==> src/rtl/fifo_pkg.sv <==
// Shared types and constants for the FIFO command controller.
package fifo_pkg;

    localparam int DATA_W_DEFAULT = 15;

    typedef enum logic [2:0] {
        IDLE         = 3'd0,
        CHECK        = 3'd1,
        ISSUE_WR     = 3'd2,
        ISSUE_RD     = 3'd3,
        CAPTURE      = 3'd4,
        WAIT_RELEASE = 3'd5
    } cmd_state_t;

    localparam logic MODE_WR = 1'b1;
    localparam logic MODE_RD = 1'b0;

endpackage

==> src/rtl/btn_debounce.sv <==
// Two-flop synchronizer and counter debouncer for an active-low push-button.
module btn_debounce #(
    parameter int DEBOUNCE_CYCLES = 3
) (
    input  logic clk,
    input  logic reset,
    input  logic i_btn_n,
    output logic o_level,
    output logic o_pressed,
    output logic o_released,
    output logic o_settled
);

    localparam int CNT_W = $clog2(DEBOUNCE_CYCLES + 1);
    localparam logic [CNT_W-1:0] CNT_LAST = CNT_W'(DEBOUNCE_CYCLES - 1);

    logic             r_sync1;
    logic             r_sync2;
    logic             r_level;
    logic             r_pressed;
    logic             r_released;
    logic [CNT_W-1:0] r_cnt;

    // Level only flips after DEBOUNCE_CYCLES consecutive differing samples.
    always_ff @(posedge clk) begin
        if (reset) begin
            r_sync1    <= 1'b1;
            r_sync2    <= 1'b1;
            r_level    <= 1'b1;
            r_cnt      <= '0;
            r_pressed  <= 1'b0;
            r_released <= 1'b0;
        end else begin
            r_sync1    <= i_btn_n;
            r_sync2    <= r_sync1;
            r_pressed  <= 1'b0;
            r_released <= 1'b0;
            if (r_sync2 != r_level) begin
                if (r_cnt == CNT_LAST) begin
                    r_level    <= r_sync2;
                    r_cnt      <= '0;
                    r_pressed  <= ~r_sync2;
                    r_released <= r_sync2;
                end else begin
                    r_cnt <= r_cnt + CNT_W'(1);
                end
            end else begin
                r_cnt <= '0;
            end
        end
    end

    assign o_level    = r_level;
    assign o_pressed  = r_pressed;
    assign o_released = r_released;
    // Settled: released level with nothing low still travelling through the synchronizer.
    assign o_settled  = r_level & r_sync1 & r_sync2;

endmodule

==> src/rtl/fifo_cmd_ctrl.sv <==
// Turns debounced button presses into single FIFO push/pop strobes and
// captures popped words for the display.
module fifo_cmd_ctrl
    import fifo_pkg::*;
#(
    parameter int DATA_W          = DATA_W_DEFAULT,
    parameter int DEBOUNCE_CYCLES = 3
) (
    input  logic              clk,
    input  logic              reset,
    input  logic              button,
    input  logic              mode,
    input  logic [DATA_W-1:0] datain,
    input  logic              full,
    input  logic              empty,
    input  logic [DATA_W-1:0] rd_data,
    output logic              wr_en,
    output logic [DATA_W-1:0] wr_data,
    output logic              rd_en,
    output logic [DATA_W-1:0] disp_data,
    output logic              disp_valid,
    output logic              err_full,
    output logic              err_empty,
    output logic              busy
);

    logic w_level;
    logic w_pressed;
    logic w_released;
    logic w_settled;
    logic w_release_ok;

    cmd_state_t        r_state;
    logic              r_mode;
    logic [DATA_W-1:0] r_cmd_data;
    logic              r_wr_en;
    logic [DATA_W-1:0] r_wr_data;
    logic              r_rd_en;
    logic [DATA_W-1:0] r_disp_data;
    logic              r_disp_valid;
    logic              r_err_full;
    logic              r_err_empty;
    logic              r_guard;

    btn_debounce #(
        .DEBOUNCE_CYCLES(DEBOUNCE_CYCLES)
    ) u_debounce (
        .clk       (clk),
        .reset     (reset),
        .i_btn_n   (button),
        .o_level   (w_level),
        .o_pressed (w_pressed),
        .o_released(w_released),
        .o_settled (w_settled)
    );

    // r_guard holds WAIT_RELEASE for the first cycle after reset so a button
    // held through reset reaches the synchronizer before release is judged.
    assign w_release_ok = r_guard & w_level & (w_released | w_settled);

    // Command FSM with all outputs registered.
    always_ff @(posedge clk) begin
        if (reset) begin
            r_state      <= WAIT_RELEASE;
            r_mode       <= MODE_RD;
            r_cmd_data   <= '0;
            r_wr_en      <= 1'b0;
            r_wr_data    <= '0;
            r_rd_en      <= 1'b0;
            r_disp_data  <= '0;
            r_disp_valid <= 1'b0;
            r_err_full   <= 1'b0;
            r_err_empty  <= 1'b0;
            r_guard      <= 1'b0;
        end else begin
            r_guard <= 1'b1;
            r_wr_en <= 1'b0;
            r_rd_en <= 1'b0;
            case (r_state)
                IDLE: begin
                    if (w_pressed) begin
                        r_mode     <= mode;
                        r_cmd_data <= datain;
                        r_state    <= CHECK;
                    end
                end
                CHECK: begin
                    if (r_mode == MODE_WR) begin
                        if (!full) begin
                            r_wr_en   <= 1'b1;
                            r_wr_data <= r_cmd_data;
                            r_state   <= ISSUE_WR;
                        end else begin
                            r_err_full  <= 1'b1;
                            r_err_empty <= 1'b0;
                            r_state     <= WAIT_RELEASE;
                        end
                    end else begin
                        if (!empty) begin
                            r_rd_en <= 1'b1;
                            r_state <= ISSUE_RD;
                        end else begin
                            r_err_empty <= 1'b1;
                            r_err_full  <= 1'b0;
                            r_state     <= WAIT_RELEASE;
                        end
                    end
                end
                ISSUE_WR: begin
                    r_err_full  <= 1'b0;
                    r_err_empty <= 1'b0;
                    r_state     <= WAIT_RELEASE;
                end
                ISSUE_RD: begin
                    r_err_full  <= 1'b0;
                    r_err_empty <= 1'b0;
                    r_state     <= CAPTURE;
                end
                CAPTURE: begin
                    r_disp_data  <= rd_data;
                    r_disp_valid <= 1'b1;
                    r_state      <= WAIT_RELEASE;
                end
                WAIT_RELEASE: begin
                    if (w_release_ok) begin
                        r_state <= IDLE;
                    end
                end
                default: begin
                    r_state <= WAIT_RELEASE;
                end
            endcase
        end
    end

    assign wr_en      = r_wr_en;
    assign wr_data    = r_wr_data;
    assign rd_en      = r_rd_en;
    assign disp_data  = r_disp_data;
    assign disp_valid = r_disp_valid;
    assign err_full   = r_err_full;
    assign err_empty  = r_err_empty;
    assign busy       = (r_state != IDLE);

endmodule

==> config.mk <==
export PLATFORM = sky130hd
export DESIGN_NAME = fifo_cmd_ctrl
export DESIGN_NICKNAME = d
export VERILOG_FILES = /design/src/rtl/fifo_pkg.sv /design/src/rtl/btn_debounce.sv /design/src/rtl/fifo_cmd_ctrl.sv
export SDC_FILE = /design/constraint.sdc
export NUM_CORES = 1
export LEC_CHECK = 0
export BUFFER_PORTS_ARGS = -buffer_cell sky130_fd_sc_hd__buf_4
export CORE_ASPECT_RATIO = 0.75
export CORE_UTILIZATION = 52
export CTS_BUF_LIST = sky130_fd_sc_hd__clkbuf_8
export DETAILED_ROUTE_END_ITERATION = 10
export PLACE_DENSITY_LB_ADDON = 0.15
export SETUP_SLACK_MARGIN = 0.05
export SLEW_MARGIN = 20
export SYNTH_ARGS = -nofsm -noshare
export SYNTH_HDL_FRONTEND = slang
export SYNTH_SLANG_ARGS = --single-unit
==> constraint.sdc <==
create_clock -name clk -period 1.8 [get_ports clk]
set_input_delay 0.36 -clock clk [delete_from_list [all_inputs] [get_ports clk]]
set_output_delay 0.36 -clock clk [all_outputs]
set_load 0.01 [all_outputs]
==> results.cfg, run 1 <==
[run_status]
outcome = finished, final reports clean

[floorplanning]
die_h_um = 60.1
io_pins = 72
die-area_mm2 = 0.00477
row_count = 20
start_util = 0.560
die_w_um = 79.4
core_area_mm2 = 0.00418

[final_layout]
n_antenna_cell = 0
fin_nets = 377
drive_gt1_frac = 0.325
fin_area_mm2 = 0.00312
mostFrequentLayoutCell = buf_4
layout_common_cells = buf_4, nand2_1, dfxtp_1, a21oi_1, nand3_1
areaGrowthSynthToFinish_pct = 33.4

[routing]
dr.pass1.iters = 5
vias = 2074
final_antenna_net_count = 0
drc_errors = 0
wl_um = 5370
viasPerCell = 5.19
drt_iter0_drc = 110
wl_per_cell_um = 13.4

[min_path]
hp-class = input pin to flop
hp-start = empty

[global_route]
grt_max_degree = 33
grt_usage = 0.247
grt_pass1_vias = 1796
met2_usage = 0.354
antenna_found_initial = 0
top_usage_layer = met2
met3_usage = 0.0962
grt_pass1_wl_um = 8460
grt_overflow = 0
use_met1 = 0.320

[sta]
worstMarginPinSlew_ns = 0.482
tns_ns = 0
post-route-period-util = 0.950
fin_skew_ns = 0.00571
setup_viol = 0
fmax_ghz = 0.585
hold_violations = 0
hold-worst-slack_ns = 0.198
rsz0062_at_grt = no
max_slew_margin = 0.679
drv_slew = 0
period_needed_ns = 1.71

[setup_path]
reg2reg_depth = 4
cp-end-kind = primary output
r2r_slack_ns = 0.20
cp_data_arrival_time_ns = 1.35
crit_end = busy
cp-start-kind = flop
critical_path_required_ns = 1.44
critPathKind = flop to primary output
slowest_stage = or3_2
crit_path_start = r_state[2]
worstPathCellList = or3_2 > buf_4
cp_slowest_stage_delay_ns = 0.46
r2r_start = r_state[1]
path_max_fanout = 13
r2r_end = wr_data[13]

[clock_network]
clk_pin_slew_worst_paths_ns = 0.07
cts_root_buffer = clkbuf_8
cts_hold_buf = 0
cts_tree = done
clk_latency_ns = 0.35
cts_buffers = 9
cts_buffer_depth = 2
cts_sinks = 62
htreeDepth = 3

[yosys]
ys_async_sr_fraction = 0
ys_seq_area_frac = 0.531
yosys_register_bits = 62
syn-cell-area_mm2 = 0.00234
synth_edf_count = 0
syn_nets = 306
synthFlopType = dfxtp_1
syn_inst = 269
synth_area_per_cell_um2 = 8.69
synth.distinct_cells = 39
yosysWarnings = 0

[place]
port_buffers = 71
dpl_cell_area_mm2 = 0.00288
hpwl_um = 3660
routabilityCongestion = 0.816

[job]
maxCapViolCount = 0

[power_and_ir_drop]
vdd_drop_max_mv = 0.923
total_power_uw = 3000
cellPowerDensity_mw_per_mm2 = 963
p_leak_uw = 0.00123
## worst min path at each step
stage / endpoint / cells after the start
global placement: u_debounce.r_cnt[0] / 1
detailed placement: u_debounce.r_cnt[0] / 1
floorplan: u_debounce.r_cnt[0] / 1
global route: rd_en / 2
finish: rd_en / 2
CTS: rd_en / 2
## synthesized netlist by cell type (all sizes together), types with 2 or more instances
cell type	instances	area share
or3	2	0.0059
o211ai	3	0.0096
clkbuf	11	0.018
buf	10	0.037
a21oi	47	0.10
nor4	2	0.0053
nand3	18	0.039
inv	4	0.0064
o21ai	16	0.034
or3b	2	0.0075
nor4bb	2	0.0086
nor3b	2	0.013
mux2i	2	0.0086
or2	2	0.0053
nor2	6	0.0096
nand2	65	0.11
dfxtp	62	0.53
## what timing repair did
item / in CTS / in global routing
pin swaps: 0 / 0
buffers inserted: 0 / 2
setup endpoints to repair: 1 / 1
gates resized for setup: 4 / 1
endpoints found under the hold margin: 0 / 0
## state kept, by name, summed over array words and instances (netlist names)
name	flops
u_debounce.r_sync2	1
r_state	3
wr_data	15
u_debounce.o_pressed	1
err_empty	1
r_cmd_data	15
wr_en	1
r_mode	1
r_guard	1
rd_en	1
u_debounce.r_cnt	2
err_full	1
disp_data	15
u_debounce.o_released	1
u_debounce.o_level	1
disp_valid	1
u_debounce.r_sync1	1
## power breakdown
group	switching [uW]	internal [uW]
clock network	554	779
registers	30.5	1400
logic	118	119
## metrics by stage
step / utilization / worst slack [ns] / cells
global route: 0.746 / 0.0533 / 400
finish: 0.746 / 0.0899 / 400
CTS: 0.742 / 0.0581 / 398
global placement: 0.689 / 0.244 / 383
detailed placement: 0.689 / 0.203 / 383
floorplan: - / 0.345 / 269
## cells by family after synthesis
kind of cell             Yosys count  share of synthesized area
buffers and inverters             25                     0.0610
XOR/XNOR                           1                    0.00375
AO/OA/AOI/OAI                     69                      0.156
AND/OR/NAND/NOR                  109                      0.234
adder cells (fa/ha/maj)            1                    0.00535
multiplexers                       2                    0.00856
flip-flops                        62                      0.531
## worst max-delay path: cells and delay by family, from the launching register on
| kind | cells | cell delay, ns |
|---|---|---|
| and+or+nand+nor | 1 | 0.46 |
| DFF | 1 | 0.40 |
| buffers and inverters | 1 | 0.15 |
## layer usage
layer / vias to the layer above / part of all wire
met1: 945 / 0.47
met3: 8 / 0.063
met4: 0 / 0.015
met2: 65 / 0.45
li1: 1056 / -
met5: - / 0
## cell type report
type,count,area [um2]
Tap cell,55,68.8
Fill cell,340,1060
Inverter,4,15.0
Clock buffer,9,124
Sequential cell,62,1250
Timing Repair Buffer,81,608
Multi-Input combinational cell,182,955
Clock inverter,7,98.8
Power figures use the tool's default switching activity.
==> run 2: changes to the inputs <==
--- a/config.mk
+++ b/config.mk
@@ -10,7 +10,7 @@
 export CORE_UTILIZATION = 52
 export CTS_BUF_LIST = sky130_fd_sc_hd__clkbuf_8
 export DETAILED_ROUTE_END_ITERATION = 10
-export PLACE_DENSITY_LB_ADDON = 0.15
+export PLACE_DENSITY = 0.81
 export SETUP_SLACK_MARGIN = 0.05
 export SLEW_MARGIN = 20
 export SYNTH_ARGS = -nofsm -noshare
==> results.cfg, run 2 (synthesis results as in run 1) <==
[place]
port_buffers = 71
hpwl_um = 3810
dpl.cell_count = 384
routabilityCongestion = 0.820

[setup_path]
cp_data_arrival_time_ns = 1.25
cp_slowest_stage_delay_ns = 0.33
crit_buf_inv = 2
path_max_fanout = 10
critical_path_required_ns = 1.44
cp-end-kind = primary output
slowest_stage = or3_4
reg2reg_depth = 3
worstPathCellList = buf_6 > or3_4 > buf_6
critPathKind = flop to primary output
crit_top_cell = buf_6
path_depth = 3
cp-start-kind = flop
path_delay_family = simple AND/OR/NAND/NOR gates

[global_route]
grt_pass1_wl_um = 8580
grt_overflow = 0
grt_pass1_vias = 1872
grt_max_degree = 39
antenna_found_initial = 0
grt_usage = 0.245

[routing]
dr.pass1.iters = 4
drt_iter0_drc = 104
final_antenna_net_count = 0
wl_um = 5450
wl_per_cell_um = 13.7
vias = 2096
drc_errors = 0
viasPerCell = 5.27

[floorplanning]
die_w_um = 79.4
row_count = 20
die-area_mm2 = 0.00477
core_area_mm2 = 0.00418
die_h_um = 60.1
io_pins = 72
start_util = 0.560

[clock_network]
cts_sinks = 62
postCtsSetupRepairBufs = 0
htreeDepth = 3
cts_buffer_depth = 2
clk_pin_slew_worst_paths_ns = 0.06
cts_tree = done
clk_latency_ns = 0.34
cts_buffers = 9
cts_root_buffer = clkbuf_8

[min_path]
hp-class = input pin to flop
min_path_cells = 2

[sta]
fin_skew_ns = 0.00524
hold_violations = 0
period_needed_ns = 1.61
drv_slew = 0
tns_ns = 0
setup_viol = 0
fmax_ghz = 0.621
post-route-period-util = 0.895
hold-worst-slack_ns = 0.199
max_slew_margin = 0.635
rsz0062_at_grt = no
worstMarginPinSlew_ns = 0.547

[final_layout]
n_antenna_cell = 0
fin_nets = 377
drive_gt1_frac = 0.315
instances_no_fill = 398
areaGrowthSynthToFinish_pct = 30.9
final_util = 0.732
mostFrequentLayoutCell = buf_4
layout_common_cells = buf_4, nand2_1, dfxtp_1, a21oi_1, nand3_1
num-fill-cells = 334

[power_and_ir_drop]
cellPowerDensity_mw_per_mm2 = 868
intPower_uw = 2030
vdd_drop_max_mv = 0.573
p_sw_frac = 0.235
p_leak_uw = 0.00122
clock_power_share = 0.370
power_frac_comb = 0.092
p_switching_uw = 626
power_frac_seq = 0.538
total_power_uw = 2660

[run_status]
outcome = finished, final reports clean

[job]
maxCapViolCount = 0
==> run 2: changes by cell type in the layout (fill, tap and decap cells not counted) <==
cell,before,now
clkinvlp_4,4,0
dfxtp_4,2,1
or3_2,1,0
inv_1,4,6
buf_6,0,2
buf_4,81,79
clkbuf_8,9,10
bufinv_16,2,0
clkinv_2,0,2
dfxtp_2,1,2
or3_4,0,1
clkinv_4,1,0
==> run 2: path summary, 6_finish.rpt <==
path	from	slack, ns	to
worst min-delay path	button	0.20	u_debounce.r_sync1
worst max-delay path	r_state[0]	0.19	busy
worst min register to register	u_debounce.r_cnt[0]	0.42	u_debounce.r_cnt[0]
worst max register to register	r_state[2]	0.29	wr_data[14]
==> run 2: worst register-to-register path, delay by kind of cell (launching register included) <==
| kind | cells | cell delay [ns] |
|---|---|---|
| compound gates | 2 | 0.39 |
| simple gates | 1 | 0.59 |
| flops | 1 | 0.40 |
==> run 2: layer usage <==
layer  GRT usage  wire (um)  up-vias
li1            -          -     1054
met1       0.297       2420      959
met2       0.408       2590       74
met3      0.0855        387        9
met4      0.0831         54        0
met5           0          0        -
==> run 2: area by class of cell <==
cell class	instances	area, um2	area share
flip-flops and latches	62	1250	0.408
multi-input cells	182	958	0.313
repair buffers	81	616	0.201
clock buffers	10	138	0.0450
well taps	55	68.8	0.0225
clock inverters	4	17.5	0.00572
inverters	4	15.0	0.00491
==> run 2: timing repair <==
action,CTS,global route
hold buffers,0,0
setup endpoints to repair,1,1
resized for setup,2,5
pin swaps,0,0
==> run 2: per-stage QoR <==
stage / setup WS (ns) / instance area (um2)
after floorplan: 0.345 / 2340
after global placement: 0.245 / 2890
after detailed placement: 0.187 / 2890
after CTS: 0.0558 / 3050
after global routing: 0.150 / 3060
final: 0.190 / 3060
==> run 2: power groups by stage <==
stage	logic (uW)	registers [uW]	clock network, uW
floorplan	122	1460	0
global placement	239	1460	0
global route	267	1430	1040
CTS	245	1430	992
finish	245	1430	982
detailed placement	243	1460	0
==> run 3: changes to the inputs <==
--- a/config.mk
+++ b/config.mk
@@ -6,7 +6,7 @@
 export NUM_CORES = 1
 export LEC_CHECK = 0
 export BUFFER_PORTS_ARGS = -buffer_cell sky130_fd_sc_hd__buf_4
-export CORE_ASPECT_RATIO = 0.75
+export CORE_ASPECT_RATIO = 1.25
 export CORE_UTILIZATION = 52
 export CTS_BUF_LIST = sky130_fd_sc_hd__clkbuf_8
 export DETAILED_ROUTE_END_ITERATION = 10
==> results.cfg, run 3 (synthesis results as in run 1) <==
[run_status]
outcome = finished, final reports clean

[global_route]
grt_overflow = 0
antenna_found_initial = 0
grt_max_degree = 35
grt_pass1_wl_um = 8140
grt_usage = 0.233
grt_pass1_vias = 1897

[final_layout]
areaGrowthSynthToFinish_pct = 30.1
n_antenna_cell = 0
drive_gt1_frac = 0.311
mostFrequentLayoutCell = buf_4
layout_common_cells = buf_4, nand2_1, dfxtp_1, a21oi_1, nand3_1
fin_nets = 375
final_util = 0.725
num-fill-cells = 360

[floorplanning]
row_count = 26
start_util = 0.557
core_area_mm2 = 0.00420
die_h_um = 77.0
die-area_mm2 = 0.00477
die_w_um = 62.0
io_pins = 72

[routing]
wl_um = 5050
wl_per_cell_um = 12.7
routed.top_layer = met4
viasPerCell = 5.15
drc_errors = 0
dr.pass1.iters = 5
drt_iter0_drc = 105
vias = 2045
wl_met3_um = 332
drt-met1-wl_um = 2150
dr_wl_met2_um = 2440
final_antenna_net_count = 0

[job]
maxCapViolCount = 0

[sta]
period_needed_ns = 1.61
setup_viol = 0
fmax_ghz = 0.621
worstMarginPinSlew_ns = 0.476
post-route-period-util = 0.894
drv_slew = 0
max_slew_margin = 0.683
hold_violations = 0
tns_ns = 0
fin_skew_ns = 0.00451
rsz0062_at_grt = no

[setup_path]
critPathKind = flop to primary output
cp-end-kind = primary output
worstPathCellList = buf_4 > or3_4 > buf_6
cp-start-kind = flop
critical_path_required_ns = 1.44
slowest_stage = or3_4
cp_data_arrival_time_ns = 1.25
path_max_fanout = 5
cp_slowest_stage_delay_ns = 0.33

[min_path]
hp-class = input pin to flop

[power_and_ir_drop]
p_sw_frac = 0.231
cellPowerDensity_mw_per_mm2 = 867
intPower_uw = 2030
vdd_drop_max_mv = 0.584
power_frac_comb = 0.090
p_switching_uw = 608
clock_power_share = 0.368
p_leak_uw = 0.00121
power_frac_seq = 0.542

[place]
routabilityCongestion = 0.765
port_buffers = 71
hpwl_um = 3500

[clock_network]
clk_pin_slew_worst_paths_ns = 0.06
cts_buffer_depth = 2
htreeDepth = 3
cts_sinks = 62
cts_buffers = 9
clk_latency_ns = 0.33
cts_tree = done
cts_root_buffer = clkbuf_8
## run 3: layout make-up
cell class | count | area [um2] | share of cell area
multi-input cells | 182 | 958 | 0.315
repair buffers | 79 | 597 | 0.196
clock inverters | 4 | 17.5 | 0.00576
clock buffers | 10 | 138 | 0.0452
well taps | 56 | 70.1 | 0.0230
inverters | 4 | 15.0 | 0.00493
flip-flops and latches | 62 | 1250 | 0.410
## run 3: worst paths after layout
path,end,cells past startpoint,startpoint,slack (ns)
max,busy,3,r_state[0],0.19
min,u_debounce.r_sync1,2,button,0.21
max reg2reg,wr_data[4],3,r_state[1],0.28
min reg2reg,u_debounce.r_cnt[0],1,u_debounce.r_cnt[0],0.41
## run 3: critical path: cells and delay by family (launching register included)
| kind | cells | cell delay, ns |
|---|---|---|
| AND/OR/NAND/NOR | 1 | 0.33 |
| flip-flops | 1 | 0.32 |
| buffers and inverters | 2 | 0.28 |
## run 3: power groups by stage
stage               sequential (uW)  clock, uW  combinational (uW)
floorplan                      1460          0                 122
global placement               1460          0                 235
detailed placement             1460          0                 237
CTS                            1430        993                 239
global route                   1430       1070                 262
finish                         1430        970                 239
## run 3: through the flow
stage / worst slack [ns] / power, uW / hold slack [ns] / cell area (um2) / instances
after floorplan: 0.345 / 1580 / 0.391 / 2340 / 269
after global placement: 0.249 / 1690 / 0.398 / 2870 / 383
after detailed placement: 0.228 / 1700 / 0.406 / 2870 / 383
after CTS: 0.0546 / 2660 / 0.203 / 3030 / 397
after global routing: 0.144 / 2770 / 0.205 / 3040 / 397
final: 0.191 / 2640 / 0.214 / 3040 / 397
## run 3: repair_timing
| action | in CTS | in global routing |
|---|---|---|
| setup endpoints to repair | 1 | 1 |
| hold buffers | 0 | 0 |
| resized for setup | 2 | 4 |
| setup buffers | 0 | 0 |
## run 3: routing by layer
layer	track usage	vias up
met4	0.113	0
met2	0.360	84
met1	0.271	893
met5	0	-
met3	0.0944	10
li1	-	1058
